`config.mk`:
```
export PLATFORM = sky130hd
export DESIGN_NAME = jts16_obj_scan_flat
export DESIGN_NICKNAME = d
export VERILOG_FILES = /design/src/rtl/jts16_obj_scan_pkg.sv /design/src/rtl/jts16_obj_scan_if.sv /design/src/rtl/jts16_obj_scan.sv /design/src/flat_wrapper.sv
export SDC_FILE = /design/constraint.sdc
export NUM_CORES = 1
export LEC_CHECK = 0
export CELL_PAD_IN_SITES_DETAIL_PLACEMENT = 2
export CELL_PAD_IN_SITES_GLOBAL_PLACEMENT = 2
export CORE_ASPECT_RATIO = 0.9
export CORE_MARGIN = 1
export CORE_UTILIZATION = 35
export CTS_CLUSTER_SIZE = 28
export DETAILED_ROUTE_END_ITERATION = 8
export PLACE_DENSITY = 0.89
export REMOVE_ABC_BUFFERS = 1
export SYNTH_ARGS = -nofsm -noshare
export SYNTH_HDL_FRONTEND = slang
export SYNTH_SLANG_ARGS = --single-unit
```
`constraint.sdc`:
```
create_clock -name clk -period 6.4 [get_ports clk]
set_clock_uncertainty 0.1 [all_clocks]
set_input_delay 1.92 -clock clk [delete_from_list [all_inputs] [get_ports clk]]
set_output_delay 1.92 -clock clk [all_outputs]
set_load 0.005 [all_outputs]
```
`src/rtl/jts16_obj_scan_pkg.sv`:
```
// Shared definitions for the object-table scanner.
//   state_e     : scanner FSM states
//   W_*         : word index of each field inside an 8-word table entry
//   END_MARK    : bottom-row value that terminates the object list
//   dr_req_t    : draw request bundle handed to the draw stage
//   attr_word() : word fetched on each step of the attribute read burst
package jts16_obj_scan_pkg;

  typedef enum logic [2:0] {
    ST_IDLE,
    ST_RD_Y,
    ST_CHECK,
    ST_RD_ATTR,
    ST_WAIT_DR,
    ST_WRBACK,
    ST_NEXT,
    ST_DONE
  } state_e;

  localparam logic [2:0] W_Y     = 3'd0; // {bottom, top}
  localparam logic [2:0] W_X     = 3'd1; // xpos
  localparam logic [2:0] W_PITCH = 3'd2; // {pitch, hflip at bit 8}
  localparam logic [2:0] W_OFF   = 3'd3; // start offset
  localparam logic [2:0] W_ATTR  = 3'd4; // {pal, prio, bank}
  localparam logic [2:0] W_ACC   = 3'd7; // line-offset accumulator

  localparam logic [7:0] END_MARK = 8'hFF;

  typedef struct packed {
    logic [15:0] addr;
    logic [8:0]  xpos;
    logic        hflip;
    logic [5:0]  pal;
    logic [1:0]  prio;
    logic [3:0]  bank;
  } dr_req_t;

  // Burst order: w1, w2, w3, w4, w7
  function automatic logic [2:0] attr_word(input logic [2:0] idx);
    case (idx)
      3'd0:    return W_X;
      3'd1:    return W_PITCH;
      3'd2:    return W_OFF;
      3'd3:    return W_ATTR;
      default: return W_ACC;
    endcase
  endfunction

endpackage

```
`src/rtl/jts16_obj_scan_if.sv`:
```
// Bus bundle between the scanner, the object RAM and the draw stage.
//   tbl_addr/tbl_dout/tbl_we/tbl_din : object RAM port (read data one cycle late)
//   dr_start/dr_busy                 : draw request handshake
//   dr_addr..dr_bank                 : draw request fields
// master = scanner side, slave = RAM / draw stage side.
interface jts16_obj_scan_if;
  logic [9:0]  tbl_addr;
  logic [15:0] tbl_dout;
  logic        tbl_we;
  logic [15:0] tbl_din;
  logic        dr_start;
  logic        dr_busy;
  logic [15:0] dr_addr;
  logic [8:0]  dr_xpos;
  logic        dr_hflip;
  logic [5:0]  dr_pal;
  logic [1:0]  dr_prio;
  logic [3:0]  dr_bank;

  modport master (
    output tbl_addr, tbl_we, tbl_din,
    output dr_start, dr_addr, dr_xpos, dr_hflip, dr_pal, dr_prio, dr_bank,
    input  tbl_dout, dr_busy
  );

  modport slave (
    input  tbl_addr, tbl_we, tbl_din,
    input  dr_start, dr_addr, dr_xpos, dr_hflip, dr_pal, dr_prio, dr_bank,
    output tbl_dout, dr_busy
  );
endinterface

```
`src/rtl/jts16_obj_scan.sv`:
```
// Per-line object table scanner. On hstart it walks the object table,
// finds entries covering vrender, issues one draw request per visible
// entry and writes the advanced line offset back to word 7.
//   rst       : asynchronous active-high reset
//   clk       : clock
//   hstart    : line start pulse; starts (or restarts) a scan
//   vrender   : line being prepared
//   bus       : object RAM port and draw request handshake (master)
//   scan_done : high from end of scan until next hstart
module jts16_obj_scan
  import jts16_obj_scan_pkg::*;
#(
  parameter int unsigned MAXOBJ = 127,
  parameter int unsigned LW     = 8
) (
  input  logic              rst,
  input  logic              clk,
  input  logic              hstart,
  input  logic [7:0]        vrender,
  jts16_obj_scan_if.master  bus,
  output logic              scan_done
);

  localparam int unsigned WB = $clog2(LW);

  state_e        state_q, state_d;
  logic [6:0]    entry_q, entry_d;
  logic [WB-1:0] word_q, word_d;
  logic [2:0]    cnt_q, cnt_d;
  logic          hit_q, hit_d;
  logic [7:0]    pitch_q, pitch_d;
  logic [15:0]   off_q, off_d;
  dr_req_t       stg_q, stg_d;
  dr_req_t       dr_q, dr_d;
  logic          dr_start_q, dr_start_d;
  logic          we_q, we_d;
  logic [15:0]   din_q, din_d;
  logic          done_q, done_d;

  logic [7:0] top, bot;
  logic       visible;

  assign top     = bus.tbl_dout[7:0];
  assign bot     = bus.tbl_dout[15:8];
  // top == bot yields an empty range, so it is never visible
  assign visible = (top <= vrender) && (vrender < bot);

  always_comb begin
    state_d    = state_q;
    entry_d    = entry_q;
    word_d     = word_q;
    cnt_d      = cnt_q;
    hit_d      = hit_q;
    pitch_d    = pitch_q;
    off_d      = off_q;
    stg_d      = stg_q;
    dr_d       = dr_q;
    dr_start_d = 1'b0;
    we_d       = 1'b0;
    din_d      = din_q;
    done_d     = done_q;

    // hstart wins over everything: it also drops a draw request or
    // writeback that would otherwise be issued this cycle
    if (hstart) begin
      state_d = ST_RD_Y;
      entry_d = '0;
      word_d  = WB'(W_Y);
      done_d  = 1'b0;
    end else begin
      unique case (state_q)
        ST_IDLE: begin
        end
        ST_RD_Y: state_d = ST_CHECK;
        ST_CHECK: begin
          if (bot == END_MARK) begin
            state_d = ST_DONE;
          end else if (visible) begin
            hit_d   = (vrender == top);
            cnt_d   = '0;
            word_d  = WB'(W_X);
            state_d = ST_RD_ATTR;
          end else begin
            state_d = ST_NEXT;
          end
        end
        ST_RD_ATTR: begin
          // address for step n is issued on step n-1; data lands one later
          cnt_d = cnt_q + 3'd1;
          if (cnt_q < 3'd4) word_d = WB'(attr_word(cnt_q + 3'd1));
          case (cnt_q)
            3'd1: stg_d.xpos = bus.tbl_dout[8:0];
            3'd2: begin
              pitch_d     = bus.tbl_dout[15:8];
              stg_d.hflip = bus.tbl_dout[8];
            end
            3'd3: off_d = bus.tbl_dout;
            3'd4: begin
              stg_d.pal  = bus.tbl_dout[13:8];
              stg_d.prio = bus.tbl_dout[7:6];
              stg_d.bank = bus.tbl_dout[3:0];
            end
            3'd5: begin
              stg_d.addr = hit_q ? off_q
                                 : bus.tbl_dout + {{8{pitch_q[7]}}, pitch_q};
              state_d    = ST_WAIT_DR;
            end
            default: begin
            end
          endcase
        end
        ST_WAIT_DR: begin
          if (!bus.dr_busy) begin
            dr_start_d = 1'b1;
            dr_d       = stg_q;
            we_d       = 1'b1;
            din_d      = stg_q.addr;
            word_d     = WB'(W_ACC);
            state_d    = ST_WRBACK;
          end
        end
        ST_WRBACK: state_d = ST_NEXT;
        ST_NEXT: begin
          if (entry_q == 7'(MAXOBJ)) begin
            state_d = ST_DONE;
          end else begin
            entry_d = entry_q + 7'd1;
            word_d  = WB'(W_Y);
            state_d = ST_RD_Y;
          end
        end
        ST_DONE: begin
          done_d  = 1'b1;
          state_d = ST_IDLE;
        end
        default: state_d = ST_IDLE;
      endcase
    end
  end

  always_ff @(posedge clk or posedge rst) begin
    if (rst) begin
      state_q    <= ST_IDLE;
      entry_q    <= '0;
      word_q     <= '0;
      cnt_q      <= '0;
      hit_q      <= 1'b0;
      pitch_q    <= '0;
      off_q      <= '0;
      stg_q      <= '0;
      dr_q       <= '0;
      dr_start_q <= 1'b0;
      we_q       <= 1'b0;
      din_q      <= '0;
      done_q     <= 1'b0;
    end else begin
      state_q    <= state_d;
      entry_q    <= entry_d;
      word_q     <= word_d;
      cnt_q      <= cnt_d;
      hit_q      <= hit_d;
      pitch_q    <= pitch_d;
      off_q      <= off_d;
      stg_q      <= stg_d;
      dr_q       <= dr_d;
      dr_start_q <= dr_start_d;
      we_q       <= we_d;
      din_q      <= din_d;
      done_q     <= done_d;
    end
  end

  assign bus.tbl_addr = {entry_q, word_q};
  assign bus.tbl_we   = we_q;
  assign bus.tbl_din  = din_q;
  assign bus.dr_start = dr_start_q;
  assign bus.dr_addr  = dr_q.addr;
  assign bus.dr_xpos  = dr_q.xpos;
  assign bus.dr_hflip = dr_q.hflip;
  assign bus.dr_pal   = dr_q.pal;
  assign bus.dr_prio  = dr_q.prio;
  assign bus.dr_bank  = dr_q.bank;
  assign scan_done    = done_q;

endmodule

```
`src/flat_wrapper.sv`:
```
// flat-port wrapper written by rule: the top's interface ports become plain ports
module jts16_obj_scan_flat import jts16_obj_scan_pkg::*;
#(
  parameter int unsigned MAXOBJ = 127,
  parameter int unsigned LW     = 8
)
  (rst, clk, hstart, vrender, scan_done, bus_tbl_addr, bus_tbl_we, bus_tbl_din, bus_dr_start, bus_dr_addr, bus_dr_xpos, bus_dr_hflip, bus_dr_pal, bus_dr_prio, bus_dr_bank, bus_tbl_dout, bus_dr_busy);
  jts16_obj_scan_if bus_i ();
  input  logic rst;
  input  logic clk;
  input  logic hstart;
  input  logic [7:0] vrender;
  output logic scan_done;
  output wire logic [$bits(bus_i.tbl_addr)-1:0] bus_tbl_addr;
  output wire logic [$bits(bus_i.tbl_we)-1:0] bus_tbl_we;
  output wire logic [$bits(bus_i.tbl_din)-1:0] bus_tbl_din;
  output wire logic [$bits(bus_i.dr_start)-1:0] bus_dr_start;
  output wire logic [$bits(bus_i.dr_addr)-1:0] bus_dr_addr;
  output wire logic [$bits(bus_i.dr_xpos)-1:0] bus_dr_xpos;
  output wire logic [$bits(bus_i.dr_hflip)-1:0] bus_dr_hflip;
  output wire logic [$bits(bus_i.dr_pal)-1:0] bus_dr_pal;
  output wire logic [$bits(bus_i.dr_prio)-1:0] bus_dr_prio;
  output wire logic [$bits(bus_i.dr_bank)-1:0] bus_dr_bank;
  input wire logic [$bits(bus_i.tbl_dout)-1:0] bus_tbl_dout;
  input wire logic [$bits(bus_i.dr_busy)-1:0] bus_dr_busy;
  assign bus_tbl_addr = bus_i.tbl_addr;
  assign bus_tbl_we = bus_i.tbl_we;
  assign bus_tbl_din = bus_i.tbl_din;
  assign bus_dr_start = bus_i.dr_start;
  assign bus_dr_addr = bus_i.dr_addr;
  assign bus_dr_xpos = bus_i.dr_xpos;
  assign bus_dr_hflip = bus_i.dr_hflip;
  assign bus_dr_pal = bus_i.dr_pal;
  assign bus_dr_prio = bus_i.dr_prio;
  assign bus_dr_bank = bus_i.dr_bank;
  assign bus_i.tbl_dout = bus_tbl_dout;
  assign bus_i.dr_busy = bus_dr_busy;
  jts16_obj_scan #(.MAXOBJ(MAXOBJ), .LW(LW)) u_core (.rst(rst), .clk(clk), .hstart(hstart), .vrender(vrender), .bus(bus_i), .scan_done(scan_done));
endmodule
```
### After elaboration in Yosys (flattened, before gate mapping)

Cells that the tools add are included.

| cells by class | value |
|---|---|
| $add $sub $neg | 3 |
| reduce and logical (&&, ||, !) cells | 18 |
| bitwise operators | 3 |
| order comparisons | 3 |
| multiplexer cells | 27 |
| equality and inequality tests | 27 |

Operators with widths:

| cell | number |
|---|---|
| 2-to-1 mux 3 bit | 14 |
| case mux 3 bit (4 select lines) | 2 |
| 2-to-1 mux 7 bit | 3 |
| case mux 3 bit (7 select lines) | 1 |
| AND reduction 3 bit | 7 |
| == test 3 x 2 -> 1 bit, second input constant | 6 |
| == test 3 bit, second input constant | 6 |
| adder 16 bit | 1 |
| 2-to-1 mux 16 bit | 1 |
| inequality test 3 bit, second input constant | 4 |
| == test 3 x 1 -> 1 bit, second input constant | 3 |
| == test 8 bit | 1 |
| == test 8 bit, second input constant | 1 |
| less-or-equal comparator 8 bit | 1 |
| < comparator 8 bit | 1 |
| AND reduction 4 bit | 2 |
| nonzero test 8 bit | 1 |
| adder 7 x 1 -> 7 bit, second input constant | 1 |
| == test 7 bit, second input constant | 1 |
| inequality test 3 x 2 -> 1 bit, second input constant | 2 |
| case mux 3 bit (2 select lines) | 1 |
| AND reduction 6 bit | 1 |
| nonzero test 2 bit | 3 |
| 2-to-1 mux 1 bit | 5 |
| other kinds (9) | 12 |

| word-level totals | value |
|---|---|
| output and inout bits | 67 |
| word-level logic and storage cells | 102 |
| bits of input ports | 28 |
| register bits | 119 |

### Depth between registers and ports, before layout

| logic depth | value |
|---|---|
| depth in word-level cells | 6 |
| gate-level depth with buffers | 10 |
| gate-level depth less buffers | 10 |

### Worst setup path before layout

Ideal clock, no wire load.

| timing | value |
|---|---|
| path type | in2reg |
| from | input port bus_tbl_dout[0] |
| to | register u_core.stg_q[36] (netlist bit) |
| path buffers | 0 |
| arrival | 3.620 ns |
| required time | 6.177 ns |
| library setup time | 0.123 ns |
| slack | 2.557 ns |
| stages | 10 |
| cell sequence | ha_1 > inv_1 > fa_1 > nor2b_1 > o2111ai_1 > a2111oi_2 > nor2_1 > o21ai_1 > xnor2_1 > o221a_1 |

| between the ends | value |
|---|---|
| longest elaborated chain between the ends | 2 |

Ends and longest elaborated chain:

| item | line | RTL |
|---|---|---|
| start: declaration | flat_wrapper.sv:24 | `input wire logic [$bits(bus_i.tbl_dout)-1:0] bus_tbl_dout;` |
| adder 16 bit | jts16_obj_scan.sv:105 | `: bus.tbl_dout + {{8{pitch_q[7]}}, pitch_q};` |
| 2-to-1 mux 16 bit | jts16_obj_scan.sv:104 | `stg_d.addr = hit_q ? off_q` |
| end signal: assignment | jts16_obj_scan.sv:164 | `stg_q <= stg_d;` |
| end: declaration | jts16_obj_scan.sv:33 | `dr_req_t stg_q, stg_d;` |

Every way passes these cells.
A chain may end at the register's enable or synchronous reset.

### Final worst setup path

| timing | value |
|---|---|
| from | input port hstart |
| to | register u_core.stg_q[35] (netlist bit) |

| between the ends | value |
|---|---|
| longest elaborated chain between the ends | 2 |

Ends and longest elaborated chain:

| item | line | RTL |
|---|---|---|
| start: declaration | flat_wrapper.sv:11 | `input logic hstart;` |
| inverter 1 bit (no line) | -- |  |
| AND reduction 3 bit (no line) | -- |  |

Every way passes these cells.

==> results.tsv <==
stage	metric	value	unit
sta	worst slew pin tran	1.29	ns
logic_synthesis	post-synth top area share	0.480	
power_and_ir_drop	pwr dens	356	mW/mm²
drt	post-route ant nets	0	
clock_tree	CTS tree	yes	
drt	Via Count	4723	
global_routing	GRT Overall Usage	0.226	
logic_synthesis	main flop type after synthesis	dfrtp_1	
logic_synthesis	Synth Area per Inst	10.8	µm²
power_and_ir_drop	sw frac	0.327	
logic_synthesis	Yosys cell types	57	
global_routing	Top Usage Layer GRT	met2	
min_path	hold crit path type	register to register	
logic_synthesis	Post-Syn Area	0.00616	mm²
logic_synthesis	sequential share of the synthesized area	0.480	
floorplan	Rows	45	
floorplan	die span in y	128	µm
logic_synthesis	synth cell count leaders	118 x dfrtp_1, 47 x nand2_1, 44 x mux2_2	
power_and_ir_drop	total power	2770	µW
critical_path	reg2reg path depth	7	
critical_path	Worst path depth	7	
drt	drt pass-1 iters	4	
min_path	hold depth	2	
logic_synthesis	count leader, synth	dfrtp_1	
clock_tree	cts hold-fix bufs	0	
global_routing	initial antenna violation count	0	
clock_tree	CTS sink cnt	118	
placed_design	setup slack at placement	1.56	ns
logic_synthesis	Area contributors post-synth	dfrtp_1 48%, mux2_2 8.0%, ha_1 7.5%, mux2_1 4.0%, nand2_1 2.9%	
sta	Final Max Slew Viols	0	
clock_tree	number of buffers created by CTS	17	
sta	minimum clock period	4.48	ns
logic_synthesis	Syn. warnings	0	
critical_path	CP Buf/Inv Count	1	
layout	Filler cells	1747	
floorplan	die width	142	µm
logic_synthesis	number of synthesized flops with an enable pin	0	
clock_tree	worst-skew pair later-pin latency	0.42	ns
clock_tree	postcts setup bufs	0	
sta	Setup TNS Final	0	ns
critical_path	Startpoint Class	input port	
critical_path	Worst Path Arrival	4.73	ns
placed_design	dpl hpwl	12900	µm
critical_path	cells along the critical path	clkdlybuf4s50_1 > nor2_1 > and2_1 > nand3_2 > nor3b_1 > mux2i_1 > nand3_1	
critical_path	Max stage delay on crit path	0.82	ns
critical_path	Crit Path Class	input port to register	
sta	# setup viols final	0	
drt	1st-iter DRT viols	211	
critical_path	delay-heaviest family, CP	simple AND/OR/NAND/NOR gates	
floorplan	initial core utilization	0.361	
global_routing	met3 Usage GRT	0.0392	
layout	Area Growth Syn to Fin	26.5	%
sta	FMAX	223	MHz
layout	Multi-input gate area	0.00288	mm²
logic_synthesis	Seq cells post-synth	118	
placed_design	IO buf count	94	
critical_path	Crit path required time	6.65	ns
clock_tree	clock tree buffer depth	2	
global_routing	largest net degree at the start of global routing	44	
power_and_ir_drop	Switching Power	905	µW
floorplan	Core ar.	0.0171	mm²
floorplan	# IOs	95	
sta	Hold WS	0.376	ns
global_routing	grt met2 use	0.396	
critical_path	CP max stage cell	clkdlybuf4s50_1	
logic_synthesis	Synth async-reset ratio	1.00	
power_and_ir_drop	maximum vdd drop	0.205	mV
global_routing	first-pass GRT wire length	30800	µm
clock_tree	root buffer cell	clkbuf_16	
layout	fin cells	891	
placed_design	gp weighted congestion	0.902	
power_and_ir_drop	Power Internal	1870	µW
clock_tree	clock-pin slew on the worst setup and hold paths	0.06	ns
sta	RSZ-0062 raised after global routing	false	
critical_path	crit path max fanout	28	
sta	Final period util	0.701	
logic_synthesis	cell count after synthesis	568	
sta	worst setup margin	1.92	ns
power_and_ir_drop	Leak	0.00361	µW
drt	WL/cell	21.2	µm
power_and_ir_drop	combinational share of power	0.276	
layout	share of layout cells above drive strength 1	0.137	
status	status	finished, final reports clean	
layout	Sequential Area	0.00295	mm²
placed_design	dpl cells	860	
global_routing	met1 global-route usage	0.281	
power_and_ir_drop	Seq pwr share	0.374	
global_routing	vias in the first global route	5404	
power_and_ir_drop	Clk pwr share	0.350	
floorplan	Die Footprint	0.0181	mm²
drt	Total Wirelength	18900	µm
clock_tree	H-tree levels	4	
drt	DR vias/cell	5.30	
flow_run	Max-cap violations	0	
logic_synthesis	area leader, netlist	dfrtp_1	
drt	Post-route DRC	0	
sta	Slew headroom	0.141	
sta	Hold Fails Final Rpt	0	
global_routing	total gr overflow	0	
critical_path	crit end category	register	
layout	Antenna diodes	0	
clock_tree	CTS resizes	0	
layout	layout net count	710	
==> placed cells by master (no fill, tap or decap), types with 17 or more instances in the layout <==
cell and instances:
mux2_1 22, nor2_1 31, dfrtp_1 118, nand2_1 47, o21ai_0 18, o21ai_1 22, clkdlybuf4s50_1 94, inv_1 25
ha_1 37, a21oi_1 35, mux2_2 44, clkbuf_16 17
==> power by group through the flow <==
stage / combinational, µW / clock, µW / sequential, µW
2_1_floorplan: 518 / 0 / 991
4_1_cts: 768 / 981 / 1040
6_report: 765 / 969 / 1040
3_3_place_gp: 675 / 0 / 1020
5_1_grt: 847 / 1010 / 1060
3_5_place_dp: 729 / 0 / 1040
==> flip-flops by register name, indices dropped and copies added (netlist names) <==
register             count
u_core.bus.dr_addr      16
u_core.bus.dr_bank       4
u_core.bus.dr_hflip      1
u_core.bus.dr_pal        6
u_core.bus.dr_prio       2
u_core.bus.dr_start      1
u_core.bus.dr_xpos       9
u_core.cnt_q             3
u_core.entry_q           7
u_core.hit_q             1
u_core.off_q            16
u_core.pitch_q           8
u_core.scan_done         1
u_core.state_q           3
u_core.stg_q            37
u_core.word_q            3
==> final timing paths <==
check                                              startpoint                            end  slack (ns)
worst max-delay path                                   hstart   u_core.stg_q[35]$_DFFE_PP0P_        1.92
worst min-delay path              u_core.off_q[9]$_DFFE_PP0P_    u_core.off_q[9]$_DFFE_PP0P_        0.38
worst max register to register  u_core.state_q[1]$_DFFE_PP0P_   u_core.stg_q[35]$_DFFE_PP0P_        3.49
worst min register to register    u_core.off_q[9]$_DFFE_PP0P_    u_core.off_q[9]$_DFFE_PP0P_        0.38
max in group asynchronous                                 rst   u_core.stg_q[19]$_DFFE_PP0P_        3.43
min in group asynchronous                                 rst  u_core.bus.dr_start$_DFF_PP0_        1.80
==> layout make-up <==
class | count | area share
sequential | 118 | 0.379
multi-input combinational | 383 | 0.370
timing repair buffer | 98 | 0.125
clock buffer | 23 | 0.0601
tap | 235 | 0.0378
clock inverter | 8 | 0.0159
inverter | 26 | 0.0129
==> logic make-up (layout without fill, tap and decap cells) <==
| kind of cell | count (synthesis) | in the layout | share of synthesized area |
|---|---|---|---|
| buffers and inverters | 67 | 155 | 0.0541 |
| AO/OA/AOI/OAI | 116 | 116 | 0.119 |
| XOR/XNOR | 16 | 16 | 0.0228 |
| adder cells (fa/ha/maj) | 38 | 38 | 0.0785 |
| multiplexers | 73 | 73 | 0.132 |
| AND/OR/NAND/NOR | 140 | 140 | 0.114 |
| flip-flops | 118 | 118 | 0.480 |
==> stage by stage <==
| step | utilization | cell area, µm² |
|---|---|---|
| 2_1_floorplan | - | 5920 |
| 3_3_place_gp | 0.422 | 7200 |
| 3_5_place_dp | 0.422 | 7200 |
| 6_report | 0.457 | 7790 |
| 4_1_cts | 0.457 | 7790 |
| 5_1_grt | 0.457 | 7790 |
==> worst min-delay path, cell delays in order (launching register included) <==
cell and delay (ns):
dfrtp_1 0.34, nand2_1 0.05, o21ai_0 0.06
==> metal layers <==
layer	routed length, µm	vias up
li1	-	2146
met1	8440	2463
met2	9650	92
met3	454	22
met4	341	0
met5	0	-
Power figures use the tool's default switching activity.
